===== src/rtl/morse_encoder_tx_pkg.sv =====
// Shared Morse definitions: character codes, state encoding and the code -> element pattern table.
// The table is the single source of truth for both the transmit encoder and the receive decoder.
package morse_encoder_tx_pkg;

    localparam logic [4:0] A_M = 5'd0,  B_M = 5'd1,  C_M = 5'd2,  D_M = 5'd3,  E_M = 5'd4;
    localparam logic [4:0] F_M = 5'd5,  G_M = 5'd6,  H_M = 5'd7,  I_M = 5'd8,  J_M = 5'd9;
    localparam logic [4:0] K_M = 5'd10, L_M = 5'd11, M_M = 5'd12, N_M = 5'd13, O_M = 5'd14;
    localparam logic [4:0] P_M = 5'd15, Q_M = 5'd16, R_M = 5'd17, S_M = 5'd18, T_M = 5'd19;
    localparam logic [4:0] U_M = 5'd20, V_M = 5'd21, W_M = 5'd22, X_M = 5'd23, Y_M = 5'd24;
    localparam logic [4:0] Z_M = 5'd25, SPACE_M = 5'd26, INVALID_M = 5'd27;

    localparam int SEG_W = 8;
    localparam logic [SEG_W-1:0] DOT_UNITS      = 8'd1;
    localparam logic [SEG_W-1:0] ELEM_GAP_UNITS = 8'd1;

    typedef enum logic [2:0] {
        IDLE       = 3'd0,
        MARK       = 3'd1,
        ELEM_GAP   = 3'd2,
        LETTER_GAP = 3'd3,
        WORD_GAP   = 3'd4
    } state_t;

    // bits: dot = 0, dash = 1, first element at bit len-1
    typedef struct packed {
        logic [3:0] len;
        logic [3:0] bits;
        logic       valid;
    } morse_lut_t;

    function automatic morse_lut_t morse_lookup(input logic [4:0] code);
        morse_lut_t r;
        if (code >= INVALID_M) begin
            r = {4'd0, 4'b0000, 1'b0};
        end else begin
            case (code)
                A_M:     r = {4'd2, 4'b0001, 1'b1};
                B_M:     r = {4'd4, 4'b1000, 1'b1};
                C_M:     r = {4'd4, 4'b1010, 1'b1};
                D_M:     r = {4'd3, 4'b0100, 1'b1};
                E_M:     r = {4'd1, 4'b0000, 1'b1};
                F_M:     r = {4'd4, 4'b0010, 1'b1};
                G_M:     r = {4'd3, 4'b0110, 1'b1};
                H_M:     r = {4'd4, 4'b0000, 1'b1};
                I_M:     r = {4'd2, 4'b0000, 1'b1};
                J_M:     r = {4'd4, 4'b0111, 1'b1};
                K_M:     r = {4'd3, 4'b0101, 1'b1};
                L_M:     r = {4'd4, 4'b0100, 1'b1};
                M_M:     r = {4'd2, 4'b0011, 1'b1};
                N_M:     r = {4'd2, 4'b0010, 1'b1};
                O_M:     r = {4'd3, 4'b0111, 1'b1};
                P_M:     r = {4'd4, 4'b0110, 1'b1};
                Q_M:     r = {4'd4, 4'b1101, 1'b1};
                R_M:     r = {4'd3, 4'b0010, 1'b1};
                S_M:     r = {4'd3, 4'b0000, 1'b1};
                T_M:     r = {4'd1, 4'b0001, 1'b1};
                U_M:     r = {4'd3, 4'b0001, 1'b1};
                V_M:     r = {4'd4, 4'b0001, 1'b1};
                W_M:     r = {4'd3, 4'b0011, 1'b1};
                X_M:     r = {4'd4, 4'b1001, 1'b1};
                Y_M:     r = {4'd4, 4'b1011, 1'b1};
                Z_M:     r = {4'd4, 4'b1100, 1'b1};
                SPACE_M: r = {4'd4, 4'b1111, 1'b1};
                default: r = {4'd0, 4'b0000, 1'b0};
            endcase
        end
        return r;
    endfunction

endpackage


===== src/rtl/morse_encoder_tx_if.sv =====
// Character handshake plus key line and status between a character source and the Morse encoder.
interface morse_encoder_tx_if;
    logic       char_valid;
    logic [4:0] char_code;
    logic       char_ready;
    logic       key_out;
    logic       busy;
    logic       err_invalid;
    logic [3:0] pat_len;
    logic [3:0] pat_bits;

    modport master (
        output char_valid, char_code,
        input  char_ready, key_out, busy, err_invalid, pat_len, pat_bits
    );

    modport slave (
        input  char_valid, char_code,
        output char_ready, key_out, busy, err_invalid, pat_len, pat_bits
    );
endinterface


===== src/rtl/morse_encoder_tx_unit_timer.sv =====
// Morse time-unit divider: counts 0..UNIT_CYCLES-1 and ticks on the last cycle of each unit.
module morse_unit_timer #(
    parameter int UNIT_CYCLES = 4,
    parameter int UNIT_W      = 24
) (
    input  logic clk,
    input  logic rst,
    input  logic restart,
    output logic unit_tick
);
    localparam logic [UNIT_W-1:0] LAST_CNT = UNIT_W'(UNIT_CYCLES - 1);

    logic [UNIT_W-1:0] cnt_r;

    // unit cycle counter, realigned to zero whenever the encoder changes state
    always_ff @(posedge clk) begin
        if (!rst) begin
            cnt_r <= {UNIT_W{1'b0}};
        end else if (restart || (cnt_r == LAST_CNT)) begin
            cnt_r <= {UNIT_W{1'b0}};
        end else begin
            cnt_r <= cnt_r + {{(UNIT_W-1){1'b0}}, 1'b1};
        end
    end

    assign unit_tick = (cnt_r == LAST_CNT);
endmodule


===== src/rtl/morse_encoder_tx.sv =====
// Morse transmitter: takes one character code per valid/ready handshake and keys it out
// as timed marks and gaps; key_out, busy and status are registered from the next state.
module morse_encoder_tx
    import morse_encoder_tx_pkg::*;
#(
    parameter int UNIT_CYCLES      = 4,
    parameter int UNIT_W           = 24,
    parameter int DASH_UNITS       = 3,
    parameter int LETTER_GAP_UNITS = 3,
    parameter int WORD_GAP_UNITS   = 7
) (
    input  logic               clk,
    input  logic               rst,
    morse_encoder_tx_if.slave  bus
);
    state_t           state_r, state_s;
    morse_lut_t       lut_s;
    logic [3:0]       pat_len_r, pat_bits_r;
    logic [1:0]       idx_r;
    logic [SEG_W-1:0] seg_r, seg_units_s;
    logic             key_r, busy_r, err_r;
    logic             ready_s, accept_s, unit_tick_s, seg_done_s, restart_s;

    assign lut_s      = morse_lookup(bus.char_code);
    assign ready_s    = rst && (state_r == IDLE);
    assign accept_s   = bus.char_valid && ready_s;
    assign restart_s  = (state_s != state_r);
    assign seg_done_s = unit_tick_s && (seg_r == (seg_units_s - 8'd1));

    morse_unit_timer #(
        .UNIT_CYCLES (UNIT_CYCLES),
        .UNIT_W      (UNIT_W)
    ) u_unit_timer (
        .clk       (clk),
        .rst       (rst),
        .restart   (restart_s),
        .unit_tick (unit_tick_s)
    );

    // length in units of the segment the current state is timing
    always_comb begin
        seg_units_s = DOT_UNITS;
        case (state_r)
            MARK: begin
                if (pat_bits_r[idx_r]) seg_units_s = SEG_W'(DASH_UNITS);
                else                   seg_units_s = DOT_UNITS;
            end
            ELEM_GAP:   seg_units_s = ELEM_GAP_UNITS;
            LETTER_GAP: seg_units_s = SEG_W'(LETTER_GAP_UNITS);
            WORD_GAP:   seg_units_s = SEG_W'(WORD_GAP_UNITS);
            default:    seg_units_s = DOT_UNITS;
        endcase
    end

    // next-state logic; invalid codes are accepted but leave the FSM in IDLE
    always_comb begin
        state_s = state_r;
        case (state_r)
            IDLE: begin
                if (accept_s && lut_s.valid) begin
                    if (bus.char_code == SPACE_M) state_s = WORD_GAP;
                    else                          state_s = MARK;
                end else begin
                    state_s = IDLE;
                end
            end
            MARK: begin
                if (seg_done_s) begin
                    if (idx_r != 2'd0) state_s = ELEM_GAP;
                    else               state_s = LETTER_GAP;
                end else begin
                    state_s = MARK;
                end
            end
            ELEM_GAP: begin
                if (seg_done_s) state_s = MARK;
                else            state_s = ELEM_GAP;
            end
            LETTER_GAP, WORD_GAP: begin
                if (seg_done_s) state_s = IDLE;
                else            state_s = state_r;
            end
            default: state_s = IDLE;
        endcase
    end

    // state, pattern, element index, segment counter and registered outputs
    always_ff @(posedge clk) begin
        if (!rst) begin
            state_r    <= IDLE;
            pat_len_r  <= 4'd0;
            pat_bits_r <= 4'b0000;
            idx_r      <= 2'd0;
            seg_r      <= {SEG_W{1'b0}};
            key_r      <= 1'b0;
            busy_r     <= 1'b0;
            err_r      <= 1'b0;
        end else begin
            state_r <= state_s;
            key_r   <= (state_s == MARK);
            busy_r  <= (state_s != IDLE);
            err_r   <= accept_s && !lut_s.valid;
            if (accept_s) begin
                pat_len_r  <= lut_s.len;
                pat_bits_r <= lut_s.bits;
                idx_r      <= lut_s.len[1:0] - 2'd1;
            end else if ((state_r == ELEM_GAP) && seg_done_s) begin
                idx_r <= idx_r - 2'd1;
            end
            if (restart_s) begin
                seg_r <= {SEG_W{1'b0}};
            end else if (unit_tick_s) begin
                seg_r <= seg_r + 8'd1;
            end
        end
    end

    assign bus.char_ready  = ready_s;
    assign bus.key_out     = key_r;
    assign bus.busy        = busy_r;
    assign bus.err_invalid = err_r;
    assign bus.pat_len     = pat_len_r;
    assign bus.pat_bits    = pat_bits_r;
endmodule


===== src/flat_wrapper.sv =====
// flat-port wrapper written by rule: the top's interface ports become plain ports
module morse_encoder_tx_flat import morse_encoder_tx_pkg::*;
#(
    parameter int UNIT_CYCLES      = 4,
    parameter int UNIT_W           = 24,
    parameter int DASH_UNITS       = 3,
    parameter int LETTER_GAP_UNITS = 3,
    parameter int WORD_GAP_UNITS   = 7
)
  (clk, rst, bus_char_valid, bus_char_code, bus_char_ready, bus_key_out, bus_busy, bus_err_invalid, bus_pat_len, bus_pat_bits);
  morse_encoder_tx_if bus_i ();
  input  logic clk;
  input  logic rst;
  input wire logic [$bits(bus_i.char_valid)-1:0] bus_char_valid;
  input wire logic [$bits(bus_i.char_code)-1:0] bus_char_code;
  output wire logic [$bits(bus_i.char_ready)-1:0] bus_char_ready;
  output wire logic [$bits(bus_i.key_out)-1:0] bus_key_out;
  output wire logic [$bits(bus_i.busy)-1:0] bus_busy;
  output wire logic [$bits(bus_i.err_invalid)-1:0] bus_err_invalid;
  output wire logic [$bits(bus_i.pat_len)-1:0] bus_pat_len;
  output wire logic [$bits(bus_i.pat_bits)-1:0] bus_pat_bits;
  assign bus_i.char_valid = bus_char_valid;
  assign bus_i.char_code = bus_char_code;
  assign bus_char_ready = bus_i.char_ready;
  assign bus_key_out = bus_i.key_out;
  assign bus_busy = bus_i.busy;
  assign bus_err_invalid = bus_i.err_invalid;
  assign bus_pat_len = bus_i.pat_len;
  assign bus_pat_bits = bus_i.pat_bits;
  morse_encoder_tx #(.UNIT_CYCLES(UNIT_CYCLES), .UNIT_W(UNIT_W), .DASH_UNITS(DASH_UNITS), .LETTER_GAP_UNITS(LETTER_GAP_UNITS), .WORD_GAP_UNITS(WORD_GAP_UNITS)) u_core (.clk(clk), .rst(rst), .bus(bus_i));
endmodule

===== config.mk =====
export PLATFORM = sky130hd
export DESIGN_NAME = morse_encoder_tx_flat
export DESIGN_NICKNAME = d
export VERILOG_FILES = /design/src/rtl/morse_encoder_tx_pkg.sv /design/src/rtl/morse_encoder_tx_if.sv /design/src/rtl/morse_encoder_tx_unit_timer.sv /design/src/rtl/morse_encoder_tx.sv /design/src/flat_wrapper.sv
export SDC_FILE = /design/constraint.sdc
export NUM_CORES = 1
export LEC_CHECK = 0
export CORE_UTILIZATION = 45
export CTS_BUF_LIST = sky130_fd_sc_hd__clkbuf_8
export DETAILED_ROUTE_END_ITERATION = 7
export DONT_BUFFER_PORTS = 1
export PLACE_DENSITY_LB_ADDON = 0.2
export SETUP_SLACK_MARGIN = 0.2
export SYNTH_ARGS = -nofsm -noshare
export SYNTH_HDL_FRONTEND = slang
export SYNTH_HIERARCHICAL = 1
export SYNTH_SLANG_ARGS = --single-unit
export TNS_END_PERCENT = 20

===== constraint.sdc =====
create_clock -name clk -period 2.9 [get_ports clk]
set_clock_uncertainty 0.1 [all_clocks]
set_input_delay 0.87 -clock clk [delete_from_list [all_inputs] [get_ports clk]]
set_output_delay 0.87 -clock clk [all_outputs]
set_load 0.05 [all_outputs]

==> results of run 1 <==
[power groups by stage]
stage	registers, mW	logic, mW	clock network [mW]
final	0.726	0.285	0.388
after detailed placement	0.737	0.233	0
after CTS	0.723	0.254	0.402
after global routing	0.729	0.313	0.430
after global placement	0.736	0.231	0
after floorplan	0.739	0.194	0
[cell usage after synthesis, types with 3 or more instances]
cell      instances  area share (%)
xnor2_1           9             2.8
a211oi_1          6             1.6
and3_1            3            0.67
a21oi_1          24             4.3
nand2b_1          4            0.90
or4_1             7             1.9
nor4_1            6             1.3
and2_1            3            0.67
nand3_1          10             1.8
inv_1            11             1.5
buf_1             3            0.40
o31ai_1           7             1.9
nor3_1            8             1.4
xor2_1           13             4.1
nand4_1          12             2.7
dfxtp_1          47              34
clkbuf_1         12             1.6
o21ai_0          10             1.8
nand2_1          22             3.0
mux2i_1           9             3.2
ha_1              7             3.1
or3_1             3            0.67
nor2_1           46             6.2
[what timing repair did]
| item | 4_1_cts | 5_1_grt |
|---|---|---|
| endpoints found under the setup margin | 25 | 33 |
| pin swaps | 2 | 6 |
| buffers inserted | 2 | 5 |
| endpoints found under the hold margin | 0 | 0 |
| gates cloned | 1 | 1 |
| resized for setup | 5 | 25 |
[per-layer routing]
layer	routed length [um]	track usage, %
met4	97	5.54
met3	203	4.16
met5	0	0
met1	3030	26.0
met2	3030	32.7
[through the flow]
step           util, %  std cells  instance area, um2  setup slack (ps)
6_report          53.3        418                3180               214
5_1_grt           53.3        418                3180              46.6
4_1_cts           50.8        412                3020               219
3_5_place_dp      48.3        401                2880              46.9
3_3_place_gp      48.3        401                2880               172
2_1_floorplan        -        339                2820               214
[logic make-up after synthesis]
logic type,count (synthesis),share of synthesized area [%]
AOI/OAI and AO/OA,70,17.0
xor gates and xnor gates,22,6.90
adders and majority gates,7,3.14
buffers and inverters,32,4.97
DFF,47,33.7
muxes,11,4.84
other,1,0.134
and+or+nand+nor,149,29.3
[registers in the layout, summed over array words and instances, names as in the netlist]
register and flops:
u_core/idx_r 2, u_core/bus.busy 1, u_core/state_r 3, u_core/seg_r 8
u_core/bus.key_out 1, u_core/bus.pat_len 3, u_core/u_unit_timer/cnt_r 24, u_core/bus.err_invalid 1
u_core/bus.pat_bits 4
[worst min-delay path by stage]
| stage | start | to | slack, ps | cells after the start |
|---|---|---|---|---|
| 4_1_cts | u_core/u_unit_timer/cnt_r[0] | u_core/u_unit_timer/cnt_r[0] | 330 | 1 |
| 3_3_place_gp | u_core/u_unit_timer/cnt_r[0] | u_core/u_unit_timer/cnt_r[0] | 340 | 1 |
| 6_report | u_core/u_unit_timer/cnt_r[20] | u_core/u_unit_timer/cnt_r[20] | 410 | 2 |
| 2_1_floorplan | u_core/u_unit_timer/cnt_r[0] | u_core/u_unit_timer/cnt_r[0] | 330 | 1 |
| 5_1_grt | u_core/u_unit_timer/cnt_r[19] | u_core/u_unit_timer/cnt_r[19] | 420 | 2 |
| 3_5_place_dp | u_core/u_unit_timer/cnt_r[0] | u_core/u_unit_timer/cnt_r[0] | 350 | 1 |
[worst min-delay path, delay by kind of cell, from the launching register on]
kind,cells,cell delay [ps]
AOI/OAI and AO/OA,2,130
DFF,1,360
[layout make-up]
cell class | count | area [um2]
clock inverter | 3 | 16.3
inverter | 11 | 41.3
sequential | 47 | 953
multi-input combinational | 260 | 1820
fill | 572 | 2780
timing repair buffer | 17 | 178
tap | 75 | 93.8
clock buffer | 5 | 68.8
==> flow_metrics.env, run 1 <==
export IMPL_track_usage_pct=19.8
export IMPL_dp_final_hpwl_um=4250
export IMPL_yosysSeqAreaShare_pct=33.7
export IMPL_outcome="finished clean"
export IMPL_hold_viol=0
export IMPL_p_int_mw=0.967
export IMPL_hold_class="register to register"
export IMPL_clock_latency_ps=300
export IMPL_syn_inst=339
export IMPL_cp_required_ps=2990
export IMPL_final_cell_mix="nor2_1, dfxtp_1, a21oi_1"
export IMPL_io_buffers=0
export IMPL_r2r_end="u_core/u_unit_timer/cnt_r[17]"
export IMPL_synth_edf_count=0
export IMPL_routed_via_density=5.79
export IMPL_async_flop_share_pct=0
export IMPL_yosysUniqueCellTypes=64
export IMPL_synth_nets=354
export IMPL_cts_root_buf="clkbuf_8"
export IMPL_synthToLayoutAreaGrowth_pct=13.8
export IMPL_die_x_um=80.8
export IMPL_cts_clk_slew_worst_paths_ps=90
export IMPL_syn_cell_area_um2=2790
export IMPL_vias=2422
export IMPL_pwr_density_cell_nw_per_um2=441
export IMPL_cts_made_buffers=5
export IMPL_worst_path_largest_cell_delay_ps=370
export IMPL_dieArea_um2=6520
export IMPL_dr_pass1_iters=4
export IMPL_num_antenna_cells=0
export IMPL_antenna_found_initial=0
export IMPL_yosys_warnings=6
export IMPL_slew_headroom_pct=62.7
export IMPL_cts_sinks=47
export IMPL_start_util_pct=46.9
export IMPL_synthFlopType="dfxtp_1"
export IMPL_ir_drop_uv=269
export IMPL_period_share_pct=92.6
export IMPL_cts_tree="built"
export IMPL_switching_share_pct=30.9
export IMPL_crit_arrival_ps=2780
export IMPL_tns_ps=0
export IMPL_p_seq_share_pct=51.9
export IMPL_critPathLaunch="u_core/u_unit_timer/cnt_r[1]"
export IMPL_worst_path_buf_inv=1
export IMPL_drc=0
export IMPL_drv_slew=0
export IMPL_cts_path_max_buffers=2
export IMPL_pwr_share_clk_pct=27.7
export IMPL_final_nets=357
export IMPL_p_switching_mw=0.433
export IMPL_tightest_slew_ps=559
export IMPL_cts_hold_buf=0
export IMPL_r2r_start="u_core/u_unit_timer/cnt_r[1]"
export IMPL_ant_nets=0
export IMPL_grt_pass1_wl_um=10100
export IMPL_rsz0062_at_grt="yes"
export IMPL_fin_crit_ps=2690
export IMPL_crit_family="simple AND/OR/NAND/NOR gates"
export IMPL_drt_wl_total_um=6360
export IMPL_drive_gt1_share_pct=17.8
export IMPL_overflow=0
export IMPL_syn_area_per_cell_um2=8.23
export IMPL_p_comb_share_pct=20.4
export IMPL_die_height_um=80.8
export IMPL_max_cap_violations=0
export IMPL_fin_hold_ws_ps=412
export IMPL_core_um2=5960
export IMPL_grt_pass1_vias=2154
export IMPL_r2r_slack_ps=210
export IMPL_p_total_mw=1.40
export IMPL_grt_max_degree=27
export IMPL_finalWeightedCongestion=0.876
export IMPL_ioPinCount=20
export IMPL_cp_common_cell="nand4_1"
export IMPL_path_cells="ha_4 -> nor4b_4 -> nand4_1 -> nor2_4 -> nor3b_4 -> nand4_1 -> mux2i_1 -> a21oi_2 -> o21ai_1 -> and2b_2 -> o21ai_4 -> clkbuf_16 -> a21oi_1"
export IMPL_drtIter0Drc=130
export IMPL_final_common_cell="nor2_1"
export IMPL_cp_max_fo=6
export IMPL_critPathLaunchType="register"
export IMPL_leakage_nw=1.10
export IMPL_num_rows=28
export IMPL_cp_depth=13
export IMPL_max_freq_mhz=372
export IMPL_worstSetupPathType="register to register"
export IMPL_cp_end_kind="register"
export IMPL_finalSetupViolations=0
export IMPL_wl_per_cell_um=15.2
export IMPL_ys_ff_latch=47
export IMPL_crit_path_end="u_core/u_unit_timer/cnt_r[17]"
export IMPL_cts_max_level=2
export IMPL_worstRegToRegCells=13
export IMPL_crit_slowest_cell="dfxtp_2"
Note: power is estimated with default switching activity, not from simulation.
==> inputs of run 2 (changes only) <==
- REMOVE_ABC_BUFFERS: unset -> 1
==> flow_metrics.env, run 2 (synthesis gave the netlist of run 1 again) <==
export IMPL_outcome="finished clean"
export IMPL_wl_met2_um=3190
export IMPL_pwr_share_clk_pct=31.4
export IMPL_drt_met1_wl_um=2980
export IMPL_drive_gt1_share_pct=18.3
export IMPL_crit_arrival_ps=2840
export IMPL_die_height_um=80.8
export IMPL_grt_max_degree=27
export IMPL_drt_wl_total_um=6520
export IMPL_cts_sinks=47
export IMPL_max_cap_violations=0
export IMPL_fin_cells=419
export IMPL_pwr_density_cell_nw_per_um2=459
export IMPL_period_share_pct=95.0
export IMPL_r2r_start="u_core/u_unit_timer/cnt_r[6]"
export IMPL_final_common_cell="dfxtp_1"
export IMPL_switching_share_pct=29.0
export IMPL_synthToLayoutAreaGrowth_pct=15.4
export IMPL_num_antenna_cells=0
export IMPL_n_fill_cell=564
export IMPL_hold_class="register to register"
export IMPL_p_total_mw=1.48
export IMPL_overflow=0
export IMPL_cp_end_kind="register"
export IMPL_cts_made_buffers=5
export IMPL_p_comb_share_pct=19.5
export IMPL_grt_pass1_wl_um=10500
export IMPL_cp_max_fo=6
export IMPL_finalWeightedCongestion=0.816
export IMPL_multi_input_area_um2=1840
export IMPL_cp_required_ps=2980
export IMPL_tightest_slew_ps=519
export IMPL_cts_max_level=2
export IMPL_die_x_um=80.8
export IMPL_io_buffers=0
export IMPL_p_seq_share_pct=49.0
export IMPL_critPathLaunchType="register"
export IMPL_leakage_nw=1.12
export IMPL_finalSetupViolations=0
export IMPL_start_util_pct=46.9
export IMPL_critPathLaunch="u_core/u_unit_timer/cnt_r[6]"
export IMPL_clock_latency_ps=300
export IMPL_fin_crit_ps=2750
export IMPL_p_switching_mw=0.428
export IMPL_rsz0062_at_grt="yes"
export IMPL_r2r_end="u_core/u_unit_timer/cnt_r[20]"
export IMPL_largest_register_ff_count=24
export IMPL_drc=0
export IMPL_routed_via_density=5.83
export IMPL_cts_path_max_buffers=2
export IMPL_dr_pass1_iters=4
export IMPL_cts_hold_buf=0
export IMPL_p_int_mw=1.05
export IMPL_final_nets=359
export IMPL_final_cell_mix="dfxtp_1, nor2_1, nand2_1, a21oi_1, buf_4"
export IMPL_ir_drop_uv=221
export IMPL_core_um2=5960
export IMPL_slew_headroom_pct=65.4
export IMPL_cts_clk_slew_worst_paths_ps=90
export IMPL_max_freq_mhz=363
export IMPL_cts_root_buf="clkbuf_8"
export IMPL_ioPinCount=20
export IMPL_drv_slew=0
export IMPL_ant_nets=0
export IMPL_wl_per_cell_um=15.6
export IMPL_crit_path_end="u_core/u_unit_timer/cnt_r[20]"
export IMPL_worstSetupPathType="register to register"
export IMPL_vias=2442
export IMPL_fin_hold_ws_ps=402
export IMPL_num_rows=28
export IMPL_largest_register="u_core/u_unit_timer/cnt_r"
export IMPL_maxUsedRoutingLayer="met4"
export IMPL_r2r_slack_ps=150
export IMPL_dp_final_hpwl_um=4330
export IMPL_grt_pass1_vias=2273
export IMPL_drtIter0Drc=107
export IMPL_dr_wl_met3_um=240
export IMPL_hold_viol=0
export IMPL_dieArea_um2=6520
export IMPL_placed_cells=404
export IMPL_antenna_found_initial=0
export IMPL_worstRegToRegCells=12
export IMPL_tns_ps=0
export IMPL_regArea_um2=947
export IMPL_cts_tree="built"
export IMPL_track_usage_pct=20.6
[run 2: cell count changes in the layout (fill, tap and decap cells not counted), moves of 2 or more]
cell | previous run | this run
dfxtp_2 | 7 | 2
a21oi_2 | 1 | 3
a21oi_1 | 24 | 22
dfxtp_1 | 39 | 44
nor2_1 | 40 | 37
nor2_2 | 0 | 3
buf_4 | 14 | 16
[run 2: metal layers]
metal | vias to the layer above | global-route usage (%)
li1 | 1232 | -
met1 | 1152 | 27.0
met2 | 48 | 34.6
met3 | 10 | 3.82
met4 | 0 | 5.36
met5 | - | 0
[run 2: worst min path at each step]
| stage | from | end | slack (ps) | cells past startpoint |
|---|---|---|---|---|
| floorplan | u_core/u_unit_timer/cnt_r[0] | u_core/u_unit_timer/cnt_r[0] | 330 | 1 |
| global placement | u_core/u_unit_timer/cnt_r[0] | u_core/u_unit_timer/cnt_r[0] | 340 | 1 |
| detailed placement | u_core/u_unit_timer/cnt_r[0] | u_core/u_unit_timer/cnt_r[0] | 350 | 1 |
| CTS | u_core/u_unit_timer/cnt_r[0] | u_core/u_unit_timer/cnt_r[0] | 330 | 1 |
| global route | u_core/u_unit_timer/cnt_r[15] | u_core/u_unit_timer/cnt_r[15] | 430 | 2 |
| finish | u_core/u_unit_timer/cnt_r[15] | u_core/u_unit_timer/cnt_r[15] | 400 | 2 |
[run 2: critical path, stage by stage, from the launching register on]
cell and delay, ps:
dfxtp_1 370, nor4_2 340, nand4_1 200, nor2_2 170, nor3b_4 260, nand4_1 150
mux2i_1 240, a21oi_2 90, o21ai_1 120, and2b_2 250, o21ai_4 120, clkbuf_16 210
a21oi_1 40
[run 2: power by group through the flow]
| stage | logic, mW | registers [mW] | clock network, mW |
|---|---|---|---|
| 3_5_place_dp | 0.233 | 0.737 | 0 |
| 6_report | 0.289 | 0.725 | 0.464 |
| 5_1_grt | 0.314 | 0.729 | 0.502 |
| 4_1_cts | 0.255 | 0.722 | 0.476 |
| 2_1_floorplan | 0.168 | 0.741 | 0 |
| 3_3_place_gp | 0.231 | 0.736 | 0 |
[run 2: per-stage QoR]
step	setup WS (ps)	instance area, um2	utilization (%)
3_5_place_dp	28.6	2880	48.4
6_report	146	3220	54.1
2_1_floorplan	-214	2690	-
3_3_place_gp	220	2880	48.4
4_1_cts	163	3050	51.2
5_1_grt	47.6	3220	54.1
[run 2: final cells by class]
type | instances | area share [%]
Clock buffer | 5 | 2.14
Clock inverter | 2 | 1.05
Tap cell | 75 | 2.91
Sequential cell | 47 | 29.4
Timing Repair Buffer | 19 | 5.98
Multi-Input combinational cell | 260 | 57.2
Inverter | 11 | 1.28
[run 2: repair_timing]
| item | 4_1_cts | 5_1_grt |
|---|---|---|
| cloned | 1 | 1 |
| pin swaps | 3 | 11 |
| endpoints found under the setup margin | 25 | 35 |
| buffers inserted | 2 | 4 |
| resized for setup | 6 | 29 |
==> inputs of run 3 (changes only) <==
- SLEW_MARGIN: unset -> 20
==> results of run 3 <==
No change in the layout: final DEF, timing and power equal those of run 2.
